### src/rtl/at_cmd_pkg.sv
// at_cmd_pkg: shared definitions for the AT command transmitter.
//   - cmd_t      : cmd_sel encodings
//   - state_t    : transmitter FSM states
//   - LEN_*      : command lengths with and without the CR/LF terminator
//   - STR_*      : fixed command prefixes, left-justified in 64 bits
//   - nib2ascii  : 4-bit nibble to uppercase hex ASCII
// Optional feature macro: AT_CRLF_EN (append 8'h0D, 8'h0A to every command).
package at_cmd_pkg;

    typedef enum logic [1:0] {
        CMD_AT    = 2'd0,
        CMD_RESET = 2'd1,
        CMD_DISC  = 2'd2,
        CMD_CONN  = 2'd3
    } cmd_t;

    typedef enum logic [2:0] {
        ST_IDLE,
        ST_LOAD,
        ST_SEND,
        ST_GAP,
        ST_DONE
    } state_t;

    // Lengths without terminator.
    localparam logic [4:0] LEN_AT    = 5'd2;
    localparam logic [4:0] LEN_RESET = 5'd8;
    localparam logic [4:0] LEN_DISC  = 5'd8;
    localparam logic [4:0] LEN_CONN  = 5'd18;

    // Lengths with CR/LF terminator.
    localparam logic [4:0] LEN_AT_CRLF    = 5'd4;
    localparam logic [4:0] LEN_RESET_CRLF = 5'd10;
    localparam logic [4:0] LEN_DISC_CRLF  = 5'd10;
    localparam logic [4:0] LEN_CONN_CRLF  = 5'd20;

    // Fixed text part of CONNECT; the MAC hex digits follow it.
    localparam logic [4:0] PFX_CONN_LEN = 5'd6;

    localparam logic [7:0] ASCII_CR = 8'h0D;
    localparam logic [7:0] ASCII_LF = 8'h0A;

    // Prefix text, first character in bits [63:56], unused tail zeroed.
    localparam logic [63:0] STR_AT    = {"AT", 48'h0};
    localparam logic [63:0] STR_RESET = "AT+RESET";
    localparam logic [63:0] STR_DISC  = "AT+DISC?";
    localparam logic [63:0] STR_CONN  = {"AT+CON", 16'h0};

    function automatic logic [7:0] nib2ascii(input logic [3:0] n);
        if (n < 4'd10)
            return 8'h30 + {4'h0, n};
        else
            return 8'h41 + ({4'h0, n} - 8'd10);
    endfunction

    // Number of bytes taken from the STR_* prefix table.
    function automatic logic [4:0] prefix_len(input cmd_t c);
        case (c)
            CMD_AT:    return LEN_AT;
            CMD_RESET: return LEN_RESET;
            CMD_DISC:  return LEN_DISC;
            default:   return PFX_CONN_LEN;
        endcase
    endfunction

    // Command body length, excluding any terminator.
    function automatic logic [4:0] base_len(input cmd_t c);
        case (c)
            CMD_AT:    return LEN_AT;
            CMD_RESET: return LEN_RESET;
            CMD_DISC:  return LEN_DISC;
            default:   return LEN_CONN;
        endcase
    endfunction

    // Total number of bytes actually transmitted.
    function automatic logic [4:0] cmd_len(input cmd_t c);
`ifdef AT_CRLF_EN
        case (c)
            CMD_AT:    return LEN_AT_CRLF;
            CMD_RESET: return LEN_RESET_CRLF;
            CMD_DISC:  return LEN_DISC_CRLF;
            default:   return LEN_CONN_CRLF;
        endcase
`else
        return base_len(c);
`endif
    endfunction

endpackage

### src/rtl/at_cmd_rom.sv
// at_cmd_rom: combinational byte lookup for the AT command strings.
// Ports:
//   cmd  : latched command select
//   idx  : byte index within the command (0 = first byte)
//   mac  : latched 48-bit peer address, mac[47:44] sent first
//   data : byte at position idx (8'h00 past the end of the command)
// Optional feature macro: AT_CRLF_EN (CR, LF appended after the body).
module at_cmd_rom
    import at_cmd_pkg::*;
(
    input  cmd_t        cmd,
    input  logic [4:0]  idx,
    input  logic [47:0] mac,
    output logic [7:0]  data
);

    logic [63:0] pfx_str [4];
    logic [7:0]  pfx_b   [4][8];
    logic [7:0]  hex_b   [12];
    logic [1:0]  cmd_i;
    logic [4:0]  plen;
    logic [3:0]  hex_sel;

    assign pfx_str[0] = STR_AT;
    assign pfx_str[1] = STR_RESET;
    assign pfx_str[2] = STR_DISC;
    assign pfx_str[3] = STR_CONN;

    // Unpack each prefix string into a byte table.
    genvar gi, gj;
    generate
        for (gj = 0; gj < 4; gj++) begin : g_pfx_cmd
            for (gi = 0; gi < 8; gi++) begin : g_pfx_byte
                assign pfx_b[gj][gi] = pfx_str[gj][63-8*gi -: 8];
            end
        end
        // MAC address as 12 hex characters, most significant nibble first.
        for (gi = 0; gi < 12; gi++) begin : g_hex
            assign hex_b[gi] = nib2ascii(mac[47-4*gi -: 4]);
        end
    endgenerate

    assign cmd_i = cmd;
    assign plen  = prefix_len(cmd);
    // Hex digit index for CONNECT bytes 6..17; modulo-16 arithmetic is exact there.
    assign hex_sel = idx[3:0] - 4'd6;

`ifdef AT_CRLF_EN
    logic [4:0] blen;
    assign blen = base_len(cmd);
`endif

    always_comb begin
        data = 8'h00;
        if (idx < plen) begin
            data = pfx_b[cmd_i][idx[2:0]];
        end else if (cmd == CMD_CONN && idx < LEN_CONN) begin
            data = hex_b[hex_sel];
        end
`ifdef AT_CRLF_EN
        else if (idx == blen) begin
            data = ASCII_CR;
        end else if (idx == blen + 5'd1) begin
            data = ASCII_LF;
        end
`endif
    end

endmodule

### src/rtl/at_command_tx.sv
// at_command_tx: byte-serial AT command generator feeding a UART transmitter.
// Parameters:
//   GAP_CYCLES : idle cycles inserted after each non-final accepted byte
// Ports:
//   clk, rst   : clock, synchronous active-high reset
//   start      : send request, sampled only in IDLE
//   cmd_sel    : command select (AT / RESET / DISC / CONNECT), latched with start
//   mac        : CONNECT peer address, latched with start
//   tx_data    : byte to the UART transmitter
//   tx_valid   : tx_data valid; held with tx_data until tx_ready
//   tx_ready   : transmitter accepts the byte
//   busy       : high from the cycle after start is accepted until done ends
//   done       : one-cycle pulse after the last byte transfer
// Optional feature macro: AT_CRLF_EN (append CR/LF to every command).
module at_command_tx
    import at_cmd_pkg::*;
#(
    parameter int GAP_CYCLES = 0
) (
    input  logic        clk,
    input  logic        rst,
    input  logic        start,
    input  logic [1:0]  cmd_sel,
    input  logic [47:0] mac,
    output logic [7:0]  tx_data,
    output logic        tx_valid,
    input  logic        tx_ready,
    output logic        busy,
    output logic        done
);

    localparam logic [15:0] GAP_LAST = (GAP_CYCLES > 0) ? 16'(GAP_CYCLES - 1) : 16'd0;

    state_t      state_reg, state_next;
    cmd_t        cmd_reg, cmd_next;
    logic [47:0] mac_reg, mac_next;
    logic [4:0]  idx_reg, idx_next;
    logic [4:0]  len_reg, len_next;
    logic [15:0] gap_cnt_reg, gap_cnt_next;
    logic [7:0]  rom_byte;

    at_cmd_rom u_rom (
        .cmd  (cmd_reg),
        .idx  (idx_reg),
        .mac  (mac_reg),
        .data (rom_byte)
    );

    always_ff @(posedge clk) begin
        if (rst) begin
            state_reg   <= ST_IDLE;
            cmd_reg     <= CMD_AT;
            mac_reg     <= 48'h0;
            idx_reg     <= 5'd0;
            len_reg     <= 5'd0;
            gap_cnt_reg <= 16'd0;
        end else begin
            state_reg   <= state_next;
            cmd_reg     <= cmd_next;
            mac_reg     <= mac_next;
            idx_reg     <= idx_next;
            len_reg     <= len_next;
            gap_cnt_reg <= gap_cnt_next;
        end
    end

    always_comb begin
        state_next   = state_reg;
        cmd_next     = cmd_reg;
        mac_next     = mac_reg;
        idx_next     = idx_reg;
        len_next     = len_reg;
        gap_cnt_next = gap_cnt_reg;
        tx_data      = 8'h00;
        tx_valid     = 1'b0;
        done         = 1'b0;
        busy         = (state_reg != ST_IDLE);

        case (state_reg)
            ST_IDLE: begin
                if (start) begin
                    cmd_next   = cmd_t'(cmd_sel);
                    mac_next   = mac;
                    state_next = ST_LOAD;
                end
            end

            ST_LOAD: begin
                idx_next     = 5'd0;
                len_next     = cmd_len(cmd_reg);
                gap_cnt_next = 16'd0;
                state_next   = ST_SEND;
            end

            ST_SEND: begin
                // Data comes only from latched registers, so it is stable during a stall.
                tx_valid = 1'b1;
                tx_data  = rom_byte;
                if (tx_ready) begin
                    if (idx_reg == len_reg - 5'd1) begin
                        state_next = ST_DONE;
                    end else begin
                        // Index advances now; it is not observed until SEND resumes.
                        idx_next = idx_reg + 5'd1;
                        if (GAP_CYCLES > 0) begin
                            gap_cnt_next = 16'd0;
                            state_next   = ST_GAP;
                        end
                    end
                end
            end

            ST_GAP: begin
                if (gap_cnt_reg == GAP_LAST) begin
                    state_next = ST_SEND;
                end else begin
                    gap_cnt_next = gap_cnt_reg + 16'd1;
                end
            end

            ST_DONE: begin
                done       = 1'b1;
                state_next = ST_IDLE;
            end

            default: begin
                state_next = ST_IDLE;
            end
        endcase
    end

endmodule

### config.mk
export PLATFORM = sky130hd
export DESIGN_NAME = at_command_tx
export DESIGN_NICKNAME = d
export VERILOG_FILES = /design/src/rtl/at_cmd_pkg.sv /design/src/rtl/at_cmd_rom.sv /design/src/rtl/at_command_tx.sv
export SDC_FILE = /design/constraint.sdc
export NUM_CORES = 1
export LEC_CHECK = 0
export CAP_MARGIN = 5
export CELL_PAD_IN_SITES_DETAIL_PLACEMENT = 1
export CELL_PAD_IN_SITES_GLOBAL_PLACEMENT = 1
export CORE_MARGIN = 5
export CORE_UTILIZATION = 46
export DETAILED_ROUTE_END_ITERATION = 7
export HOLD_SLACK_MARGIN = 0.1
export PLACE_DENSITY_LB_ADDON = 0.1
export SLEW_MARGIN = 20
export SYNTH_ARGS = -nofsm -noshare
export SYNTH_HDL_FRONTEND = slang
export SYNTH_SLANG_ARGS = --single-unit
### constraint.sdc
create_clock -name clk -period 7.67 [get_ports clk]
set_clock_uncertainty 0.2 [all_clocks]
set_input_delay 0.767 -clock clk [delete_from_list [all_inputs] [get_ports clk]]
set_output_delay 0.767 -clock clk [all_outputs]
set_load 0.01 [all_outputs]
# After elaboration in Yosys (flattened, before gate mapping)
# Cells that the tools add are included.
dict set report op_classes {
  n_addsub 40
  order_cmp 17
  eq_ne 14
  muxes 38
  bitwise_logic 3
  n_reduce_logical 12
}
# op count
set ops {}
lappend ops {{8-bit two-way mux} 19}
lappend ops {{64-bit binary-select mux with 2-bit select} 1}
lappend ops {{64-bit two-way mux} 2}
lappend ops {{7-bit by 8-bit adder with 8-bit output, first input constant} 12}
lappend ops {{6-bit by 4-bit adder with 7-bit output, first input constant} 12}
lappend ops {{4-bit by 4-bit subtractor with 5-bit output, second input constant} 12}
lappend ops {{4-bit less-than comparator, second input constant} 12}
lappend ops {{8-bit binary-select mux with 4-bit select} 1}
lappend ops {{16-bit case mux with 2 select lines} 1}
lappend ops {{8-bit binary-select mux with 3-bit select} 1}
lappend ops {{5-bit case mux with 2 select lines} 2}
lappend ops {{16-bit by 1-bit adder with 16-bit output, second input constant} 1}
lappend ops {{16-bit zero test} 1}
lappend ops {{16-bit two-way mux} 1}
lappend ops {{3-bit two-way mux} 4}
lappend ops {{2-bit inequality test, second input constant} 6}
lappend ops {{3-bit case mux with 4 select lines} 1}
lappend ops {{5-bit two-way mux} 2}
lappend ops {{4-bit case mux with 2 select lines} 1}
lappend ops {{3-bit by 2-bit equality test with 1-bit output, second input constant} 2}
lappend ops {{5-bit by 1-bit adder with 5-bit output, second input constant} 1}
lappend ops {{5-bit equality test} 1}
lappend ops {{5-bit >= comparator, second input constant} 1}
lappend ops {{5-bit by 4-bit less-than comparator with 1-bit output} 1}
lappend ops {{other kinds (22)} 26}
dict set report word_totals {
  ff_bits 79
  in_bits 54
}

# Logic depth before layout (Yosys ltp)
# Gate-level depths: netlist of run 1.
dict set report logic_depth {
  word_depth 9
  ltp_mapped 11
  depth_no_buf 10
}

# Cells and area by module
# From an unflattened synthesis of run 1, not the netlist that was laid out.
dict set report hier_totals {
  cells_unflattened 842
  area_unflattened_um2 6357.3
}
# module n_inst cells_each area_per_inst_um2 seq_area_each_um2
set modules_own_cells {}
lappend modules_own_cells {at_command_tx 1 414 3329.4 1541.5}
lappend modules_own_cells {at_cmd_rom 1 428 3027.9 0.0}

# Least setup slack after synthesis of run 1
# Ideal clock, no wire load.
dict set report synth_timing {
  kind {flip-flop to output port}
  startpoint {reg cmd_reg[0]}
  endpoint {out tx_data[5]}
  t_arrival_ps 2302
  required_time_ps 6703
  slack_ps 4401
  path_stages_with_launch 10
  path_buffers 0
  cell_sequence {dfxtp_1 inv_1 ha_1 inv_1 ha_1 o21ai_1 a221oi_2 nand2_1 a21o_1 o31ai_1}
}
# element line_no
set synth_lines {}
lappend synth_lines {{start: declaration} at_command_tx.sv:35} ;# cmd_t cmd_reg, cmd_next;
lappend synth_lines {{start signal: assignment} at_command_tx.sv:59} ;# cmd_reg <= cmd_next;
lappend synth_lines {{2-bit by 1-bit equality test with 1-bit output / 2-bit equality test (equally long branches)} at_cmd_pkg.sv:58} ;# case (c)
lappend synth_lines {{2-bit OR reduction (no line)} --}
lappend synth_lines {{4-bit case mux with 2 select lines (*)} at_cmd_pkg.sv:58}
lappend synth_lines {{named net u_rom.plen[3]} at_cmd_rom.sv:21} ;# logic [4:0] plen;
lappend synth_lines {{5-bit by 4-bit less-than comparator with 1-bit output (*)} at_cmd_rom.sv:55} ;# if (idx < plen) begin
lappend synth_lines {{8-bit two-way mux (*)} at_cmd_rom.sv:55}
lappend synth_lines {{8-bit two-way mux (*)} at_command_tx.sv:79} ;# case (state_reg)
lappend synth_lines {{end: declaration} at_command_tx.sv:25} ;# output logic [7:0] tx_data,
# Mark *: on every way through the listed nets, which the timed path passes. The rest lies on a longest branch. The select of a mux whose other input is x is not followed.

# Worst setup path after layout of run 1
dict set report layout_timing {
  startpoint {reg cmd_reg[0]}
  endpoint {out tx_data[2]}
}
# Same word-level chain as after synthesis.

==> flow_summary_export.csv, run 1 <==
group,metric,value,unit
routing,routedWlPerCell,17.76,um
setup_path,worstPathRequired,6700,ps
sta,final.setup.tns,0,ps
routing,dr.pass1.iters,4,
setup_path,cpMaxStageDelayCell,"clkdlybuf4s50_1",
die,core,13300,um^2
power,p_int,790.5,uW
routing,drtAntennaViolNets,0,
yosys,netlist_instances,825,
final_layout,area_growth,15.04,%
yosys,synthesis.nets,940,
setup_path,r2r_setup_slack,5360,ps
yosys,synth_enable_flop_cells,0,
grt,grt_usage,23.02,%
yosys,syn_avg_cell_area,7.572,um^2
die,ioPinCount,65,
clock_network,holdBufCountCts,0,
yosys,synthArstFlopShare,0,%
flow_run,drv_cap,0,
clock_network,cts_max_level,3,
grt,grt_max_degree,63,
grt,gr-total-overflow,0,
setup_path,cp_data_arrival_time,3590,ps
min_path,hp-class,"reg -> reg",
setup_path,critPathMaxFanout,7,
grt,grt_pass1_wl,30.57,mm
clock_network,cts_resized,0,
routing,vias,5897,
die,rows,42,
sta,rsz0062_at_grt,"no",
final_layout,largest_reg_flops,48,
sta,post-route-min-period,4557,ps
power,leakage,0.002652,uW
power,p_per_area,159.6,nW/um^2
setup_path,worst_setup_path_start_kind,"flip-flop",
sta,fmaxAchievable,219.4,MHz
sta,relSlewSlack,36.15,%
final_layout,insertedDiodeCount,0,
sta,fin_crit_sh,59.42,%
placed_design,pre_cts_slack,3531,ps
clock_network,clk_pin_slew,70,ps
clock_network,clkSinkCount,77,
clock_network,cts_root_buffer,"clkbuf_16",
die,start_util,46.99,%
yosys,yosysWarningCount,0,
power,seqPwrFrac,38.6,%
sta,fin_ws,3113,ps
yosys,synthFlopType,"dfxtp_1",
clock_network,cts_buffers,9,
placed_design,port-buffer-count,63,
power,p_clk_share,39.5,%
clock_network,clk_latency,360,ps
die,die_w,126.5,um
power,switchingPower,356.5,uW
clock_network,cts_setup_buffers,0,
die,die_area,16010,um^2
clock_network,clk_path_buf_depth,2,
power,irDropWorstVdd,0.1066,mV
grt,grt_pass1_vias,6238,
routing,viasPerCell,5.725,
sta,finalHoldViolCount,0,
power,p_sw_share,31.08,%
routing,wirelength,18.29,mm
sta,drv_slew,0,
yosys,synthesis.area,6247,um^2
yosys,synth_seq_cells,77,
yosys,synth_cell_type_count,65,
grt,antenna_found_initial,0,
setup_path,cp-end-kind,"output pin",
final_layout,nNetsFinal,964,
routing,drt-initial-drc-count,289,
setup_path,critPathKind,"reg -> out",
placed_design,globalplace.congestion,0.9195,
clock_network,cts_tree,"yes",
yosys,seq_area_frac_synth,24.67,%
placed_design,dp_cells,1014,
power,pwr-share-comb,21.9,%
status,status,"finished, final reports clean",
sta,tightest_slew,957.8,ps
routing,route.detailed.drc,0,
final_layout,drive_above_1_share,4.801,%
final_layout,final-instance-count-excl-fill,1030,
final_layout,num-fill-cells,1691,
sta,setup_violations,0,
setup_path,crit_chain,"inv_1, ha_1, inv_1, ha_1, o21ai_1, a221oi_2, nand2_1, o31ai_1, clkdlybuf4s50_1",
setup_path,cp_slowest_stage_delay,630,ps
placed_design,dp_hpwl,13.60,mm
die,die_h,126.5,um
[power groups by stage]
stage,Sequential [uW],Clock (uW),Combinational (uW)
after floorplan,444,0,175
after global placement,450,0,233
after detailed placement,452,0,250
after CTS,443,461,253
after global routing,446,476,280
final,443,453,251
[per-layer routing]
| metal | GRT usage, % | part of all wire (%) | vias up |
|---|---|---|---|
| met4 | 7.508 | 1.7 | 0 |
| met5 | 0 | 0 | - |
| met2 | 41.47 | 51 | 89 |
| met3 | 3.615 | 3.6 | 22 |
| met1 | 27.90 | 44 | 2901 |
| li1 | - | - | 2885 |
[cells in the mapped netlist (all sizes together) (2+ instances only)]
library cell	count	share of area (%)
nor3b	5	0.68
and4	2	0.28
nand2	144	8.7
ha	61	12
clkbuf	28	1.7
or3	2	0.20
a211o	2	0.28
a2bb2oi	2	0.38
xnor2	31	4.3
mux4	7	2.5
a41oi	2	0.28
o21ai	30	2.4
o31a	2	0.28
xor2	34	4.8
nand3	27	2.2
nor2	61	3.7
a211oi	11	1.3
nor3	7	0.64
a21bo	2	0.32
buf	25	2.1
a21o	2	0.24
nor4b	2	0.28
dfxtp	77	25
a31oi	15	1.5
and3	4	0.40
o21a	5	0.60
nor4	2	0.20
nand2b	4	0.40
mux2i	21	3.4
o211ai	4	0.48
a311oi	5	0.70
inv	57	3.4
nand4	7	0.70
nand3b	15	1.8
nor2b	3	0.30
and2	5	0.50
a32oi	4	0.56
a21oi	80	6.4
o31ai	6	0.72
o221ai	2	0.28
o2111a	2	0.36
a311o	3	0.48
[critical path, delay by kind of cell (launching register included)]
kind | cells | cell delay, ps
flops | 1 | 440
buf+inv | 3 | 860
compound gates | 3 | 1050
simple gates | 1 | 190
fa+ha+maj | 2 | 690
[layout make-up]
class	count	area, um^2	area share (%)
repair buffers	66	650.6	9.053
inverters	57	214.0	2.977
well taps	176	220.2	3.064
clock buffers	9	225.2	3.134
flip-flops and latches	77	1543	21.47
multi-input cells	638	4254	59.19
clock inverters	7	80.08	1.114
[stage by stage]
stage	hold WS [ps]	total power, uW	util (%)	cell area, um^2
2_1_floorplan	245.8	618.4	-	6247
3_3_place_gp	259.3	682.7	51.74	6879
3_5_place_dp	271.3	701.3	51.74	6879
4_1_cts	284.9	1156	54.04	7184
5_1_grt	303.6	1202	54.06	7187
6_report	284.3	1147	54.06	7187
[worst paths after layout]
kind                from     endpoint  depth (start not counted)
max reg2reg   idx_reg[1]   idx_reg[0]                          7
max           cmd_reg[0]   tx_data[2]                          9
min          mac_reg[42]  mac_reg[42]                          2
min reg2reg  mac_reg[42]  mac_reg[42]                          2
[cell usage in the layout, fill, tap and decap left out, types with 6 or more instances in the layout]
cell             instances
o31ai_1                  6
clkdlybuf4s50_1         62
mux4_2                   7
ha_1                    61
xnor2_1                 31
dfxtp_1                 76
nand2_1                144
xor2_1                  34
a31oi_1                 15
a21oi_1                 80
nor3_1                   6
o21ai_0                 26
nand4_1                  7
nand3_1                 27
nand3b_1                15
inv_1                   55
a211oi_1                11
clkbuf_16                9
nor2_1                  60
mux2i_1                 21
[cells by family (layout without fill, tap and decap cells)]
family	Yosys count	in the layout	share of synthesized area, %
AO/OA/AOI/OAI	189	189	19.13
XOR/XNOR	66	66	9.473
adder cells (fa/ha/maj)	61	61	12.22
buffers and inverters	110	139	7.250
flip-flops	77	77	24.67
multiplexers	28	28	5.888
other	1	1	0.06003
AND/OR/NAND/NOR	293	293	21.31
Note: power is estimated with default switching activity, not from simulation.
==> inputs of run 2 (changes only) <==
Settings changed: CORE_UTILIZATION 46 to 39.
Clock period 7.67 ns to 4 ns, I/O delays scaled along.
==> flow_summary_export.csv, run 2 (synthesis results as in run 1) <==
group,metric,value,unit
flow_run,drv_cap,0,
placed_design,pre_cts_slack,394.2,ps
final_layout,nNetsFinal,975,
grt,grt_usage,21.03,%
status,status,"finished, final reports clean",
final_layout,layout_common_cells,"nand2_1 (144), a21oi_1 (80), dfxtp_1 (74)",
routing,vias,5952,
final_layout,drive_above_1_share,7.283,%
clock_network,cts_root_buffer,"clkbuf_16",
clock_network,holdBufCountCts,0,
setup_path,worstPathRequired,3400,ps
sta,fin_crit_sh,95.85,%
placed_design,globalplace.congestion,0.8988,
min_path,hp-class,"reg -> reg",
final_layout,final_common_cell,"nand2_1",
power,p_per_area,291.5,nW/um^2
sta,drv_slew,0,
clock_network,cts_tree,"yes",
sta,relSlewSlack,51.81,%
die,start_util,39.47,%
clock_network,clk_pin_slew,70,ps
sta,timing.hold.ws,274.2,ps
min_path,timing.hold.worst_endpoint,"mac_reg[2]",
final_layout,largest_reg_flops,48,
setup_path,cp_data_arrival_time,3230,ps
setup_path,worst_setup_path_start_kind,"flip-flop",
setup_path,critPathMaxFanout,8,
grt,antenna_found_initial,0,
clock_network,clk_latency,350,ps
routing,routedWlPerCell,17.58,um
placed_design,placed_area,7012,um^2
routing,drt-initial-drc-count,230,
setup_path,critPathKind,"reg -> out",
clock_network,clkSinkCount,77,
routing,route.detailed.drc,0,
min_path,hold_path_startpoint,"mac_reg[2]",
sta,setup_violations,0,
sta,post-route-min-period,3834,ps
die,rows,46,
die,die_area,18650,um^2
final_layout,area_growth,17.54,%
setup_path,reg2reg_to,"mac_reg[17]",
routing,dr.pass1.iters,4,
placed_design,dp_hpwl,14.44,mm
grt,grt_pass1_wl,31.64,mm
die,ioPinCount,65,
setup_path,cp-end-kind,"output pin",
routing,wirelength,19.01,mm
grt,gr-total-overflow,0,
die,die_h,136.6,um
placed_design,port-buffer-count,63,
routing,drtAntennaViolNets,0,
sta,tightest_slew,717.7,ps
clock_network,clk_path_buf_depth,2,
final_layout,insertedDiodeCount,0,
sta,fmaxAchievable,260.8,MHz
power,leakage,0.002741,uW
clock_network,cts_max_level,3,
clock_network,cts_buffers,9,
setup_path,r2r_setup_slack,1830,ps
die,die_w,136.6,um
power,irDropWorstVdd,0.1866,mV
final_layout,fin_area,7343,um^2
setup_path,timing.rr.start,"state_reg[1]",
sta,finalHoldViolCount,0,
die,core,15830,um^2
setup_path,reg2reg_depth,5,
grt,grt_pass1_vias,6428,
sta,fin_ws,165.9,ps
grt,grt_max_degree,52,
min_path,hold_depth,2,
routing,viasPerCell,5.506,
==> run 2: changes by cell type in the layout (fill, tap and decap cells not counted), sizes merged <==
cell | before | now
clkdlybuf4s50 | 62 | 59
clkinvlp | 1 | 2
clkinv | 2 | 0
bufinv | 1 | 0
dlymetal6s2s | 0 | 3
clkbuf | 9 | 11
buf | 4 | 15
==> run 2: what timing repair did <==
action                     CTS  global route
setup endpoints to repair    1             7
buffers inserted             0             0
cloned                       0             0
gates resized for setup      1            17
pin swaps                    0             3
==> run 2: worst max-delay path by stage <==
stage / endpoint / start / slack [ps]
floorplan: tx_data[5] / cmd_reg[0] / 1100
global route: tx_data[2] / cmd_reg[1] / -6
detailed placement: tx_data[4] / cmd_reg[0] / 390
CTS: tx_data[0] / mac_reg[33] / 30
finish: tx_data[1] / mac_reg[9] / 170
global placement: tx_data[4] / cmd_reg[0] / 460
==> run 2: per-layer routing <==
metal | GRT usage [%] | vias up | wire length, um
met5 | 0 | - | 0
met4 | 6.159 | 0 | 352
met3 | 3.934 | 32 | 669
met2 | 38.53 | 109 | 9855
met1 | 24.83 | 2894 | 8129
li1 | - | 2917 | -
==> run 2: cell type report <==
class                           instances  area, um^2
Fill cell                            1921        8484
Multi-Input combinational cell        638        4289
Sequential cell                        77        1548
Timing Repair Buffer                   77       738.2
Tap cell                              216       270.3
Clock buffer                           11       242.7
Inverter                               57       214.0
Clock inverter                          5       41.29
==> run 2: through the flow <==
stage	utilization, %	instances	power [uW]	setup TNS, ps
2_1_floorplan	-	825	1186	0
3_3_place_gp	44.30	1065	1320	0
3_5_place_dp	44.30	1065	1352	0
4_1_cts	46.10	1081	2167	0
5_1_grt	46.40	1081	2266	-6.128
6_report	46.40	1081	2140	0
==> run 2: critical path, stage by stage, from the launching register on <==
cell	delay (ps)
dfxtp_1	390
inv_1	100
ha_1	200
inv_1	50
ha_1	320
mux2i_1	130
mux4_2	490
a21oi_1	180
o211ai_1	130
a21oi_1	290
clkdlybuf4s50_1	600
==> run 2: report_power, final <==
part / leakage [uW] / switching (uW) / internal [uW] / total (uW)
clock network: 0.000133 / 355 / 444 / 799
logic: 0.00198 / 264 / 226 / 490
registers: 0.000630 / 47.5 / 804 / 851
total: 0.00274 / 667 / 1470 / 2140
